$ cat config.mk
export PLATFORM = sky130hd
export DESIGN_NAME = apb_slave_mem
export DESIGN_NICKNAME = d
export VERILOG_FILES = /design/src/rtl/apb_slv_pkg.sv /design/src/rtl/apb_slv_regfile.sv /design/src/rtl/apb_slave_mem.sv
export SDC_FILE = /design/constraint.sdc
export NUM_CORES = 1
export LEC_CHECK = 0
export ABC_AREA = 1
export CELL_PAD_IN_SITES_DETAIL_PLACEMENT = 1
export CELL_PAD_IN_SITES_GLOBAL_PLACEMENT = 1
export CORE_ASPECT_RATIO = 1.1
export CORE_MARGIN = 4
export CORE_UTILIZATION = 50
export DETAILED_ROUTE_END_ITERATION = 8
export PLACE_DENSITY = 0.94
export REMOVE_ABC_BUFFERS = 1
export SYNTH_ARGS = -nofsm -noshare
export SYNTH_HDL_FRONTEND = slang
export SYNTH_SLANG_ARGS = --single-unit
export TNS_END_PERCENT = 100
$ cat constraint.sdc
create_clock -name pclk -period 5 [get_ports pclk]
set_input_delay 1 -clock pclk [delete_from_list [all_inputs] [get_ports pclk]]
set_output_delay 1 -clock pclk [all_outputs]
set_load 0.02 [all_outputs]
$ cat src/rtl/apb_slv_pkg.sv
// apb_slv_pkg: shared state encoding, default sizes and error decode for the APB completer.
package apb_slv_pkg;
  typedef enum logic [0:0] {IDLE = 1'b0, ACCESS = 1'b1} state_e;
  localparam int DEF_ADDR_WIDTH = 8;
  localparam int DEF_DATA_WIDTH = 8;
  localparam int DEF_DEPTH = 16;
  localparam int DEF_WAIT_CYCLES = 0;
  localparam int DEF_CNT_WIDTH = 4;
  localparam logic [DEF_ADDR_WIDTH-1:0] WAIT_CFG_ADDR = '1;
  function automatic logic is_err(input logic [31:0] addr, input logic wr, input logic rd,
                                  input int unsigned depth);
    return (addr >= depth) || (wr == rd);
  endfunction
endpackage

$ cat src/rtl/apb_slv_regfile.sv
// apb_slv_regfile: DEPTH x DATA_WIDTH storage, sync write, comb read, sync clear on prstn=0.
module apb_slv_regfile #(
  parameter int DEPTH = 16,
  parameter int DATA_WIDTH = 8,
  localparam int IW = DEPTH > 1 ? $clog2(DEPTH) : 1
) (
  input  logic                  pclk,
  input  logic                  prstn,
  input  logic                  we,
  input  logic [IW-1:0]         waddr,
  input  logic [DATA_WIDTH-1:0] wdata,
  input  logic [IW-1:0]         raddr,
  output logic [DATA_WIDTH-1:0] rdata
);
  logic [DATA_WIDTH-1:0] mem_q [DEPTH];
  always_ff @(posedge pclk) begin
    if (!prstn) begin
      for (int i = 0; i < DEPTH; i++) mem_q[i] <= '0;
    end else if (we) begin
      mem_q[waddr] <= wdata;
    end
  end
  assign rdata = mem_q[raddr];
endmodule

$ cat src/rtl/apb_slave_mem.sv
// apb_slave_mem: APB completer with wait states, pslverr and a byte register file.
// Optional APB_SLV_WAIT_CFG_EN maps the top address to a writable wait-count register.
module apb_slave_mem
  import apb_slv_pkg::*;
#(
  parameter int ADDR_WIDTH = DEF_ADDR_WIDTH,
  parameter int DATA_WIDTH = DEF_DATA_WIDTH,
  parameter int DEPTH = DEF_DEPTH,
  parameter int WAIT_CYCLES = DEF_WAIT_CYCLES,
  parameter int CNT_WIDTH = DEF_CNT_WIDTH
) (
  input  logic                  pclk,
  input  logic                  prstn,
  input  logic                  psel,
  input  logic                  penable,
  input  logic                  pwrite,
  input  logic                  pread,
  input  logic [ADDR_WIDTH-1:0] paddr,
  input  logic [DATA_WIDTH-1:0] pwdata,
  output logic [DATA_WIDTH-1:0] prdata,
  output logic                  pready,
  output logic                  pslverr
);
  localparam int IW = DEPTH > 1 ? $clog2(DEPTH) : 1;
  localparam logic [ADDR_WIDTH-1:0] CFG_ADDR = '1;
  state_e state_q, state_d;
  logic [CNT_WIDTH-1:0] cnt_q, cnt_d, wait_val;
  logic [ADDR_WIDTH-1:0] addr_q, addr_d, sel_addr;
  logic [DATA_WIDTH-1:0] wdata_q, wdata_d, prdata_q, prdata_d, mem_rdata, cfg_rdata, rsp_data;
  logic wr_q, wr_d, rd_q, rd_d, pready_q, pready_d, pslverr_q, pslverr_d;
  logic sel_wr, sel_rd, is_cfg, err, setup, complete, mem_we;
  // In IDLE the response is decoded from the bus being latched; afterwards from the latched copy.
  assign sel_addr = state_q == IDLE ? paddr : addr_q;
  assign sel_wr = state_q == IDLE ? pwrite : wr_q;
  assign sel_rd = state_q == IDLE ? pread : rd_q;
  assign setup = state_q == IDLE && psel && !penable;
  assign complete = state_q == ACCESS && pready_q;
`ifdef APB_SLV_WAIT_CFG_EN
  logic [3:0] wcfg_q, wcfg_d;
  assign is_cfg = sel_addr == CFG_ADDR;
  assign wait_val = CNT_WIDTH'(wcfg_q);
  assign cfg_rdata = DATA_WIDTH'(wcfg_q);
  assign wcfg_d = complete && wr_q && !err && is_cfg ? wdata_q[3:0] : wcfg_q;
  always_ff @(posedge pclk) wcfg_q <= !prstn ? 4'(WAIT_CYCLES) : wcfg_d;
`else
  assign is_cfg = 1'b0;
  assign wait_val = CNT_WIDTH'(WAIT_CYCLES);
  assign cfg_rdata = '0;
`endif
  assign err = is_cfg ? sel_wr == sel_rd : is_err(32'(sel_addr), sel_wr, sel_rd, unsigned'(DEPTH));
  assign rsp_data = !sel_rd || sel_wr || err ? '0 : is_cfg ? cfg_rdata : mem_rdata;
  assign mem_we = complete && wr_q && !err && !is_cfg;
  apb_slv_regfile #(.DEPTH(DEPTH), .DATA_WIDTH(DATA_WIDTH)) u_regfile (
    .pclk  (pclk),
    .prstn (prstn),
    .we    (mem_we),
    .waddr (addr_q[IW-1:0]),
    .wdata (wdata_q),
    .raddr (sel_addr[IW-1:0]),
    .rdata (mem_rdata)
  );
  always_comb begin
    state_d = state_q;
    cnt_d = cnt_q;
    addr_d = addr_q;
    wdata_d = wdata_q;
    wr_d = wr_q;
    rd_d = rd_q;
    pready_d = pready_q;
    pslverr_d = pslverr_q;
    prdata_d = prdata_q;
    if (setup) begin
      state_d = ACCESS;
      cnt_d = wait_val;
      addr_d = paddr;
      wdata_d = pwdata;
      wr_d = pwrite;
      rd_d = pread;
      pready_d = wait_val == '0;
      pslverr_d = wait_val == '0 && err;
      prdata_d = wait_val == '0 ? rsp_data : '0;
    end else if (complete) begin
      state_d = IDLE;
      pready_d = 1'b0;
      pslverr_d = 1'b0;
      prdata_d = '0;
    end else if (state_q == ACCESS && !psel) begin
      state_d = IDLE;
      cnt_d = '0;
    end else if (state_q == ACCESS && penable) begin
      cnt_d = cnt_q - 1'b1;
      pready_d = cnt_q == CNT_WIDTH'(1);
      pslverr_d = cnt_q == CNT_WIDTH'(1) && err;
      prdata_d = cnt_q == CNT_WIDTH'(1) ? rsp_data : '0;
    end
  end
  always_ff @(posedge pclk) begin
    if (!prstn) begin
      state_q <= IDLE;
      cnt_q <= '0;
      addr_q <= '0;
      wdata_q <= '0;
      wr_q <= 1'b0;
      rd_q <= 1'b0;
      pready_q <= 1'b0;
      pslverr_q <= 1'b0;
      prdata_q <= '0;
    end else begin
      state_q <= state_d;
      cnt_q <= cnt_d;
      addr_q <= addr_d;
      wdata_q <= wdata_d;
      wr_q <= wr_d;
      rd_q <= rd_d;
      pready_q <= pready_d;
      pslverr_q <= pslverr_d;
      prdata_q <= prdata_d;
    end
  end
  assign pready = pready_q;
  assign pslverr = pslverr_q;
  assign prdata = prdata_q;
endmodule

* Word-level counts from Yosys, hierarchy flattened *
Memory sizes are Yosys's and may differ from the RTL's.
Index checks and enable logic that the tools add are counted.

word-level totals
  RAM bits = 128
  word-level logic and storage cells = 69
  register bits after elaboration = 33
  bits in read-only memories = 0
  memories kept = 1
  output and inout bits = 10
  latch bits = 0

operators by class
  reduce and logical (&&, ||, !) cells = 22
  shifts and indexed selects = 0
  order comparisons = 1
  mux-type cells = 29
  add/sub/neg operators = 1
  equal/unequal tests = 3
  divide/modulo/power cells = 0
  $mul = 0
  bitwise operators = 3

memory list
  memory           depth  width  rd ports  clocked after memory_dff  wr ports  RTL line               source
  u_regfile.mem_q  16     8      1         0                         16        apb_slv_regfile.sv:15  logic [DATA_WIDTH-1:0] mem_q [DEPTH];

operators with widths
  operator                                                                             count
  8-bit two-way mux                                                                    8
  1-bit two-way mux                                                                    18
  4-bit two-way mux                                                                    3
  8-bit by 5-bit greater-or-equal comparator with 1-bit output, second input constant  1
  1-bit logical AND                                                                    8
  8-bit OR reduction                                                                   1
  3-bit nonzero test                                                                   2
  4-bit by 1-bit equality test with 1-bit output, second input constant                1
  1-bit logical NOT                                                                    4
  2-bit AND reduction                                                                  2
  4-bit by 1-bit subtractor with 4-bit output, second input constant                   1
  1-bit logical OR                                                                     3
  3-bit inequality test, second input constant                                         1
  1-bit NOT                                                                            3
  2-bit nonzero test                                                                   1
  2-bit OR reduction                                                                   1
  1-bit equality test                                                                  1

* Depth between registers and ports, before layout *
Gate-level depths: netlist of run 1.

  word-level depth = 10
  depth in mapped cells = 11
  mapped depth without buffers = 10

* By module *
From an unflattened synthesis of run 1, not the netlist that was laid out.

unflattened totals
  cells, all modules = 900
  area, all modules = 7709.9 µm²

modules (own cells, without submodules)
  module           area each (µm²)  seq. area each (µm²)  instances  cells each
  apb_slv_regfile  6284.8           3843.7                1          709
  apb_slave_mem    1425.1           660.6                 1          191

* Least setup slack after synthesis of run 1 *
No wires, ideal clock.

  kind = input-to-reg
  start = in pwrite
  end = mem u_regfile.mem_q[1][0], enable pin
  path buffers = 0
  path slack = 2.306 ns
  data required time = 4.671 ns
  data arrival time = 2.366 ns
  stages = 7
  setup time = 0.329 ns
  cell sequence = o21ai_0 -> ha_1 -> a21oi_2 -> nand2_4 -> nor3_4 -> nand2_4 -> nand2_1

RTL lines
  element          RTL line               source
  start, declared  apb_slave_mem.sv:16    input logic pwrite,
  end, declared    apb_slv_regfile.sv:15

* Final worst setup path of run 1 *
  start = in paddr[0]
  end = reg prdata_q[4], in the netlist prdata[4]

on the way
  word-level cells in the longest chain between the ends = 10
  elaborated cells between the ends (all ways) = 11

ends and longest elaborated chain
  element                                                       RTL line              source
  start, declared                                               apb_slave_mem.sv:18   input logic [ADDR_WIDTH-1:0] paddr,
  8-bit two-way mux (*)                                         apb_slave_mem.sv:33   assign sel_addr = state_q == IDLE ? paddr : addr_q;
  8-bit by 5-bit greater-or-equal comparator with 1-bit output  apb_slv_pkg.sv:12     return (addr >= depth) || (wr == rd);
  1-bit logical OR                                              apb_slv_pkg.sv:12
  1-bit logical OR                                              apb_slave_mem.sv:51   assign rsp_data = !sel_rd || sel_wr || err ? '0 : is_cfg ? cfg_rdata : mem_rdata;
  8-bit two-way mux (*)                                         apb_slave_mem.sv:51
  8-bit two-way mux                                             apb_slave_mem.sv:94   prdata_d = cnt_q == CNT_WIDTH'(1) ? rsp_data : '0;
  8-bit two-way mux                                             apb_slave_mem.sv:90   end else if (state_q == ACCESS && penable) begin
  8-bit two-way mux                                             apb_slave_mem.sv:87   end else if (state_q == ACCESS && !psel) begin
  8-bit two-way mux                                             apb_slave_mem.sv:82   end else if (complete) begin
  8-bit two-way mux (*)                                         apb_slave_mem.sv:72   if (setup) begin
  end signal, assigned                                          apb_slave_mem.sv:117  prdata_q <= prdata_d;
  end, declared                                                 apb_slave_mem.sv:29   logic [DATA_WIDTH-1:0] wdata_q, wdata_d, prdata_q, prdata_d, mem_rdata, cfg_rdata, rsp_data;

Mark *: on every way between the ends. The rest lies on a longest branch, timed or not. The select of a mux whose other input is x is not followed.
A chain may end at the register's enable or synchronous reset.

==> results of run 1 <==
## per-stage QoR
stage / power [uW] / utilization, % / hold slack, ns
floorplan: 1719 / - / 0.4389
global placement: 1840 / 53.84 / 0.4478
detailed placement: 1858 / 53.84 / 0.4524
CTS: 3125 / 57.80 / 0.4854
global route: 3223 / 57.80 / 0.4991
finish: 3127 / 57.80 / 0.4808
## metal layers
layer | global-route usage, % | up-vias | share of wire, %
li1 | - | 2656 | -
met1 | 35.38 | 2891 | 38
met2 | 49.05 | 271 | 52
met3 | 6.871 | 57 | 6.9
met4 | 13.29 | 0 | 3.5
met5 | 0 | - | 0
## state kept, by name, indices dropped and copies added, names as in the netlist
signal and count:
pready 1, u_regfile.mem_q 128, prdata 8, cnt_q 4, wr_q 1, state_q 1
wdata_q 8, addr_q 8, rd_q 1, pslverr 1
## critical path: cells and delay by family
kind            cells  cell delay, ns
compound gates      1            0.16
buf+inv             1            0.52
simple gates        7            2.16
## Yosys cell counts (2+ instances only)
cell type,instances,area share [%]
dfxtp_1,33,9.0
nand3_1,142,9.7
nor2_1,142,7.3
a21oi_1,23,1.6
clkbuf_1,19,0.97
nand2_1,168,8.6
nor3_4,4,0.89
nand3b_1,2,0.20
nand2_4,17,2.6
nor3_1,4,0.27
o21ai_0,16,1.1
inv_1,34,1.7
buf_2,15,1.0
a211oi_1,3,0.31
edfxtp_1,128,52
ha_1,3,0.51
clkinv_1,10,0.51
## cell usage in the layout (no fill, tap or decap)
cell type | synthesis | routed
o211ai_1 | 1 | 1
clkinv_4 | 0 | 1
a2bb2oi_1 | 1 | 1
buf_4 | 1 | 3
a21oi_1 | 23 | 23
clkinvlp_4 | 0 | 6
nand3b_1 | 2 | 2
a221oi_1 | 1 | 1
o21ai_1 | 1 | 1
inv_1 | 34 | 34
o21ai_2 | 1 | 1
nand3_1 | 142 | 142
nand3_2 | 1 | 1
clkdlybuf4s50_1 | 0 | 31
nand2_2 | 1 | 1
bufinv_16 | 0 | 2
clkinv_2 | 0 | 2
a211oi_1 | 3 | 3
edfxtp_1 | 128 | 128
or2_2 | 1 | 1
nand2_4 | 17 | 17
clkbuf_16 | 0 | 17
nor3_2 | 1 | 1
nor3_4 | 4 | 4
inv_6 | 0 | 1
ha_1 | 3 | 3
a21oi_2 | 1 | 1
clkbuf_1 | 19 | 1
nor2_1 | 142 | 142
nand2_1 | 168 | 168
inv_2 | 1 | 1
o21ai_0 | 16 | 16
dfxtp_1 | 33 | 33
nor3_1 | 4 | 4
clkinv_1 | 10 | 12
## area by class of cell
class | instances | area (um2)
clock buffer | 18 | 429.2
clock inverter | 14 | 140.1
fill | 1624 | 6072
inverter | 45 | 168.9
multi-input combinational | 534 | 2501
sequential | 161 | 4504
tap | 192 | 240.2
timing repair buffer | 34 | 332.8
## how the worst max path moves through the flow
stage	start	endpoint	slack, ns
floorplan	paddr[1]	prdata[6]	2.26
global placement	paddr[0]	prdata[6]	1.39
detailed placement	paddr[0]	prdata[0]	1.23
CTS	paddr[0]	prdata[4]	1.61
global route	paddr[0]	prdata[4]	1.32
finish	paddr[0]	prdata[4]	1.49
## power groups by stage
stage	combinational [uW]	sequential (uW)	clock (uW)
floorplan	187	1530	0
detailed placement	317	1540	0
global placement	302	1540	0
CTS	326	1510	1290
global route	356	1520	1350
finish	333	1510	1280
## kinds of logic (layout without fill, tap and decap cells)
family,count (synthesis),after routing,share of synthesized area (%)
AOI/OAI and AO/OA,48,48,3.614
adders and majority gates,3,3,0.5115
buffers and inverters,81,111,4.552
DFF,161,161,61.37
and+or+nand+nor,483,483,29.95
==> results.md, run 1 <==
- Setup violators final: 0
- Fin area: 0.008317 mm2
- Hpwl dp: 14880 um
- Post-CTS setup buffer count: 0
- Ys flop type: edfxtp_1
- Final ANT Viol Nets: 0
- Antenna fix cells: 0
- Cell Int Power: 2303 uW
- I/O pin count: 32
- CTS tree: done
- Pins over their slew limit: 0
- P_leak: 0.003181 uW
- Routed via count: 5875
- Placed cell areas: 0.007747 mm2
- Worst Hold Class: register to register
- Starting density of the core: 51.01%
- First-pass GRT wire length: 35280 um
- Switch share: 26.37%
- Worst Reg-to-Reg Cells: 9
- Crit path top cell by count: nand3_1
- Worst Hold End: addr_q[6]
- Synthesis-to-finish area growth: 13.31%
- Clock share of power: 40.9%
- Reg2Reg Setup Slack: 1.67 ns
- RSZ-0062 raised after global routing: no
- Number of flops mapped to enable cells by yosys: 128
- Max_slew headroom: 17.56%
- Critical setup path kind: input port to register
- Actual slew at the worst max-slew pin: 1.232 ns
- Port bufs: 31
- Crit path required time: 5.36 ns
- Cell Rows: 46
- Pwr per Cell Area: 376.0 mW/mm2
- Vias in the first global route: 6262
- Worst Skew: 0.007473 ns
- Sequential Power Share: 48.4%
- Final WS setup: 1.494 ns
- Layout cell share with drive strength beyond 1: 7.444%
- Seq/Total Area, Yosys: 61.37%
- Switching power: 824.6 uW
- Achievable Freq: 285.2 MHz
- CP Data Arrival Time: 3.86 ns
- Hold Path Cell Cnt: 2
- Final min period: 3.506 ns
- Fin Setup TNS: 0 ns
- Worst r2r src: state_q
- H-tree levels: 4
- Largest net degree at the start of global routing: 64
- Final Hold Fails: 0
- PostCTS Resize Cnt: 0
- Total CTS buffers: 17
- Grt total ovfl: 0
- Slowest cell on crit path: nand2_2
- Die X: 123.5 um
- MaxCap Viol Count: 0
- CP Max Fanout: 63
- VDD IR max: 0.2110 mV
- Syn Inst Count: 776
- Critical path cell sequence: clkdlybuf4s50_1 -> nand2_1 -> nand2_2 -> nand2_1 -> nand3_1 -> nand3_1 -> nand3_1 -> nand3_1 -> a21oi_1
- Synth Warn #: 0
- Final Cycle Share: 70.12%
- Critical Path Max Stage Delay: 1.04 ns
- Status: complete, no violations
- FF+latch count, synth: 161
- R2r endpoint: prdata[3]
- Core box area: 0.01439 mm2
- Worst skew pair latency: 0.44 ns
- Fin cells: 998
- Die Ht: 135.1 um
- Root buffer cell: clkbuf_16
- CTS clk-pin slew, worst paths: 0.06 ns
- Comb power frac: 10.6%
- Aggregate global-route resource usage: 29.14%
- Drt drc: 0
- Initial detailed-routing violation count: 686
- Async set-or-reset flop fraction in the synthesized netlist: 0%
- Synthesized cell area: 0.007340 mm2
- Pre-CTS setup slack: 1.234 ns
- Library cells used by synthesis: 30
- Initial antenna violation count: 0
- Drt pass-1 iters: 5
- Sink Count: 161
- Routed len/inst: 23.01 um
- CP startpoint kind: input port
- Gpl congestion: 0.8833
- Via density: 5.887
- Hold path startpoint: addr_q[6]
- Final net count: 818
- Drt total wl: 22960 um
- CTS Buffer Depth: 2
- # hold bufs at CTS: 0
- Die Area: 0.01668 mm2
- Dpl cells: 966
- Crit. End Element: register
- Syn avg cell area: 9.458 um2
(Power assumes the default switching activity.)
==> run 2, diff against run 1 <==
--- a/config.mk
+++ b/config.mk
@@ -10,9 +10,9 @@
 export CELL_PAD_IN_SITES_GLOBAL_PLACEMENT = 1
 export CORE_ASPECT_RATIO = 1.1
 export CORE_MARGIN = 4
-export CORE_UTILIZATION = 50
+export CORE_UTILIZATION = 47
 export DETAILED_ROUTE_END_ITERATION = 8
-export PLACE_DENSITY = 0.94
+export PLACE_DENSITY = 0.9
 export REMOVE_ABC_BUFFERS = 1
 export SYNTH_ARGS = -nofsm -noshare
 export SYNTH_HDL_FRONTEND = slang
==> constraint.sdc (replaced) <==
create_clock -name pclk -period 3.7 [get_ports pclk]
set_input_delay 0.74 -clock pclk [delete_from_list [all_inputs] [get_ports pclk]]
set_output_delay 0.74 -clock pclk [all_outputs]
set_load 0.02 [all_outputs]
==> run 2 against run 1 <==
  * Core utilization decreased by 2.4 points
  * Clock power increased by 41%
  * Register-to-register slack got worse by 0.96 ns
  * Critical path depth decreased by 1
  * Clock skew increased by 0.0049 ns
  * Non-clock buffer count increased by 8
  * Sequential cell count unchanged
  * Critical endpoint is now u_regfile.mem_q[10][2]
  * Largest cell class unchanged
==> results.md, run 2 (synthesis results as in run 1) <==
- End of the critical path: u_regfile.mem_q[10][2]
- CP Max Fanout: 14 (-78%)
- Commonest cells after routing, fill and taps aside: nand2_1, nor2_1, nand3_1, edfxtp_1, inv_1
- H-tree levels: 4 (unchanged)
- Drt total wl: 23660 um (+3.0%)
- VDD IR max: 0.3235 mV (+53%)
- Fin area: 0.008412 mm2 (+1.1%)
- CP startpoint: state_q
- Sink Count: 161 (unchanged)
- Post-CTS setup buffer count: 0 (unchanged)
- Largest register by flop count: u_regfile.mem_q
- Die X: 127.2 um (+2.9%)
- Gpl congestion: 0.9130 (+3.4%)
- Aggregate global-route resource usage: 27.99% (-1.1 points)
- Worst Reg-to-Reg Cells: 8 (-1)
- Achievable Freq: 334.0 MHz
- Global route hottest layer: met2
- CTS tree: done
- Routing usage on met1: 32.77% (-2.6 points)
- Hold Slack: 0.4732 ns (-0.007617 ns)
- Port bufs: 31 (unchanged)
- Setup violators final: 0 (unchanged)
- Pins over their slew limit: 0 (unchanged)
- Routed len/inst: 23.43 um (+1.8%)
- Final min period: 2.994 ns
- Met2 Track Usage GR: 48.19% (-0.86 points)
- Status: complete, no violations
- M3 GR Usage: 5.123% (-1.7 points)
- Drt pass-1 iters: 5 (unchanged)
- CP Data Arrival Time: 3.10 ns (-0.76 ns)
- PostCTS Resize Cnt: 0 (unchanged)
- Final Hold Fails: 0 (unchanged)
- Crit. End Element: register
- Initial detailed-routing violation count: 642 (-6.4%)
- Placed cell areas: 0.007812 mm2 (+0.84%)
- Routed via count: 6020 (+2.5%)
- Max_slew headroom: 17.34% (-0.22 points)
- Antenna fix cells: 0 (unchanged)
- Final net count: 826 (+0.98%)
- Total CTS buffers: 17 (unchanged)
- Multi-input gate area: 0.002501 mm2 (unchanged)
- Power, Total: 4306 uW (+38%)
- Starting density of the core: 48.38% (-2.6 points)
- Reg2Reg Setup Slack: 0.71 ns (-0.96 ns)
- R2r endpoint: u_regfile.mem_q[10][2]
- Drt drc: 0 (unchanged)
- Initial antenna violation count: 0 (unchanged)
- Commonest non-fill, non-tap cell in the layout: nand2_1
- P_leak: 0.003249 uW (+2.1%)
- CTS Buffer Depth: 2 (unchanged)
- Largest net degree at the start of global routing: 34 (-47%)
- I/O pin count: 32 (unchanged)
- Worst Hold Class: register to register
- Vias in the first global route: 6435 (+2.8%)
- Critical setup path kind: register to register
- Final Cycle Share: 80.91%
- MaxCap Viol Count: 0 (unchanged)
- # hold bufs at CTS: 0 (unchanged)
- Worst r2r src: state_q
- Pwr per Cell Area: 511.9 mW/mm2 (+36%)
- Synthesis-to-finish area growth: 14.61%
- Fin Setup TNS: 0 ns (unchanged)
- Final ANT Viol Nets: 0 (unchanged)
- Die Ht: 139.1 um (+3.0%)
- First-pass GRT wire length: 37060 um (+5.0%)
- Largest register FFs: 128 (unchanged)
- Fill count: 1703 (+4.9%)
- Layout cell share with drive strength beyond 1: 8.600% (+1.2 points)
- Root buffer cell: clkbuf_16
- Die Area: 0.01768 mm2 (+6.0%)
- RSZ-0062 raised after global routing: no
- Core box area: 0.01517 mm2 (+5.4%)
- CTS clk-pin slew, worst paths: 0.07 ns (about the same)
- Cell Rows: 47 (+2.2%)
- Worst skew pair latency: 0.44 ns (about the same)
- Hpwl dp: 15030 um (+0.99%)
- FF/Latch Area: 0.004504 mm2 (unchanged)
- Worst Skew: 0.01241 ns (+0.004940 ns)
- Grt total ovfl: 0 (unchanged)
- CP startpoint kind: register
- Crit path required time: 3.81 ns (-1.55 ns)
- Via density: 5.960 (+1.3%)
- Actual slew at the worst max-slew pin: 1.235 ns (+0.003101 ns)
run 2: changes by cell type in the layout (fill, tap and decap cells not counted), sizes merged:
| cell | delta |
|---|---|
| clkbuf | +2 |
| buf | +8 |
| clkinvlp | -4 |
| clkinv | +2 |
run 2: worst min-delay path by stage:
stage | to | from | slack (ns) | depth (start not counted)
5_1_grt | prdata[6] | prdata[6] | 0.50 | 2
6_report | addr_q[6] | addr_q[6] | 0.47 | 2
3_5_place_dp | addr_q[5] | addr_q[5] | 0.46 | 2
3_3_place_gp | cnt_q[2] | cnt_q[2] | 0.45 | 2
2_1_floorplan | cnt_q[2] | cnt_q[2] | 0.44 | 2
4_1_cts | addr_q[6] | addr_q[6] | 0.48 | 2
run 2: layer usage:
layer  up-vias  wire (um)
met5         -          0
met4         0       1126
met1      2957       8772
met2       293      12200
met3       102       1559
li1       2668          -
run 2: cell type report:
cell class / count / share of cell area, %
flip-flops and latches: 161 / 53.55
clock inverters: 12 / 1.577
repair buffers: 42 / 4.671
multi-input cells: 534 / 29.73
clock buffers: 20 / 5.548
well taps: 196 / 2.915
inverters: 45 / 2.008
run 2: power breakdown:
part / switching, uW / leakage [uW] / total [uW] / internal, uW
Clock: 752 / 0.000290 / 1800 / 1050
Sequential: 32.8 / 0.00159 / 2040 / 2010
Combinational: 341 / 0.00137 / 462 / 120
Total: 1130 / 0.00325 / 4310 / 3180
run 2: critical path, cell delays in order (launching register included):
cell     delay [ns]
dfxtp_1        0.71
inv_2          0.23
o21ai_0        0.21
ha_1           0.27
a21oi_2        0.18
nand2_4        0.13
nor3_4         0.41
nand2_4        0.15
nand2_1        0.36
run 2: stage by stage:
step | setup slack [ns] | cells | utilization, %
3_5_place_dp | 0.4627 | 978 | 51.49
3_3_place_gp | 0.5673 | 978 | 51.49
6_report | 0.7063 | 1010 | 55.44
4_1_cts | 0.7276 | 1010 | 55.44
5_1_grt | 0.5307 | 1010 | 55.44
2_1_floorplan | 1.217 | 740 | -
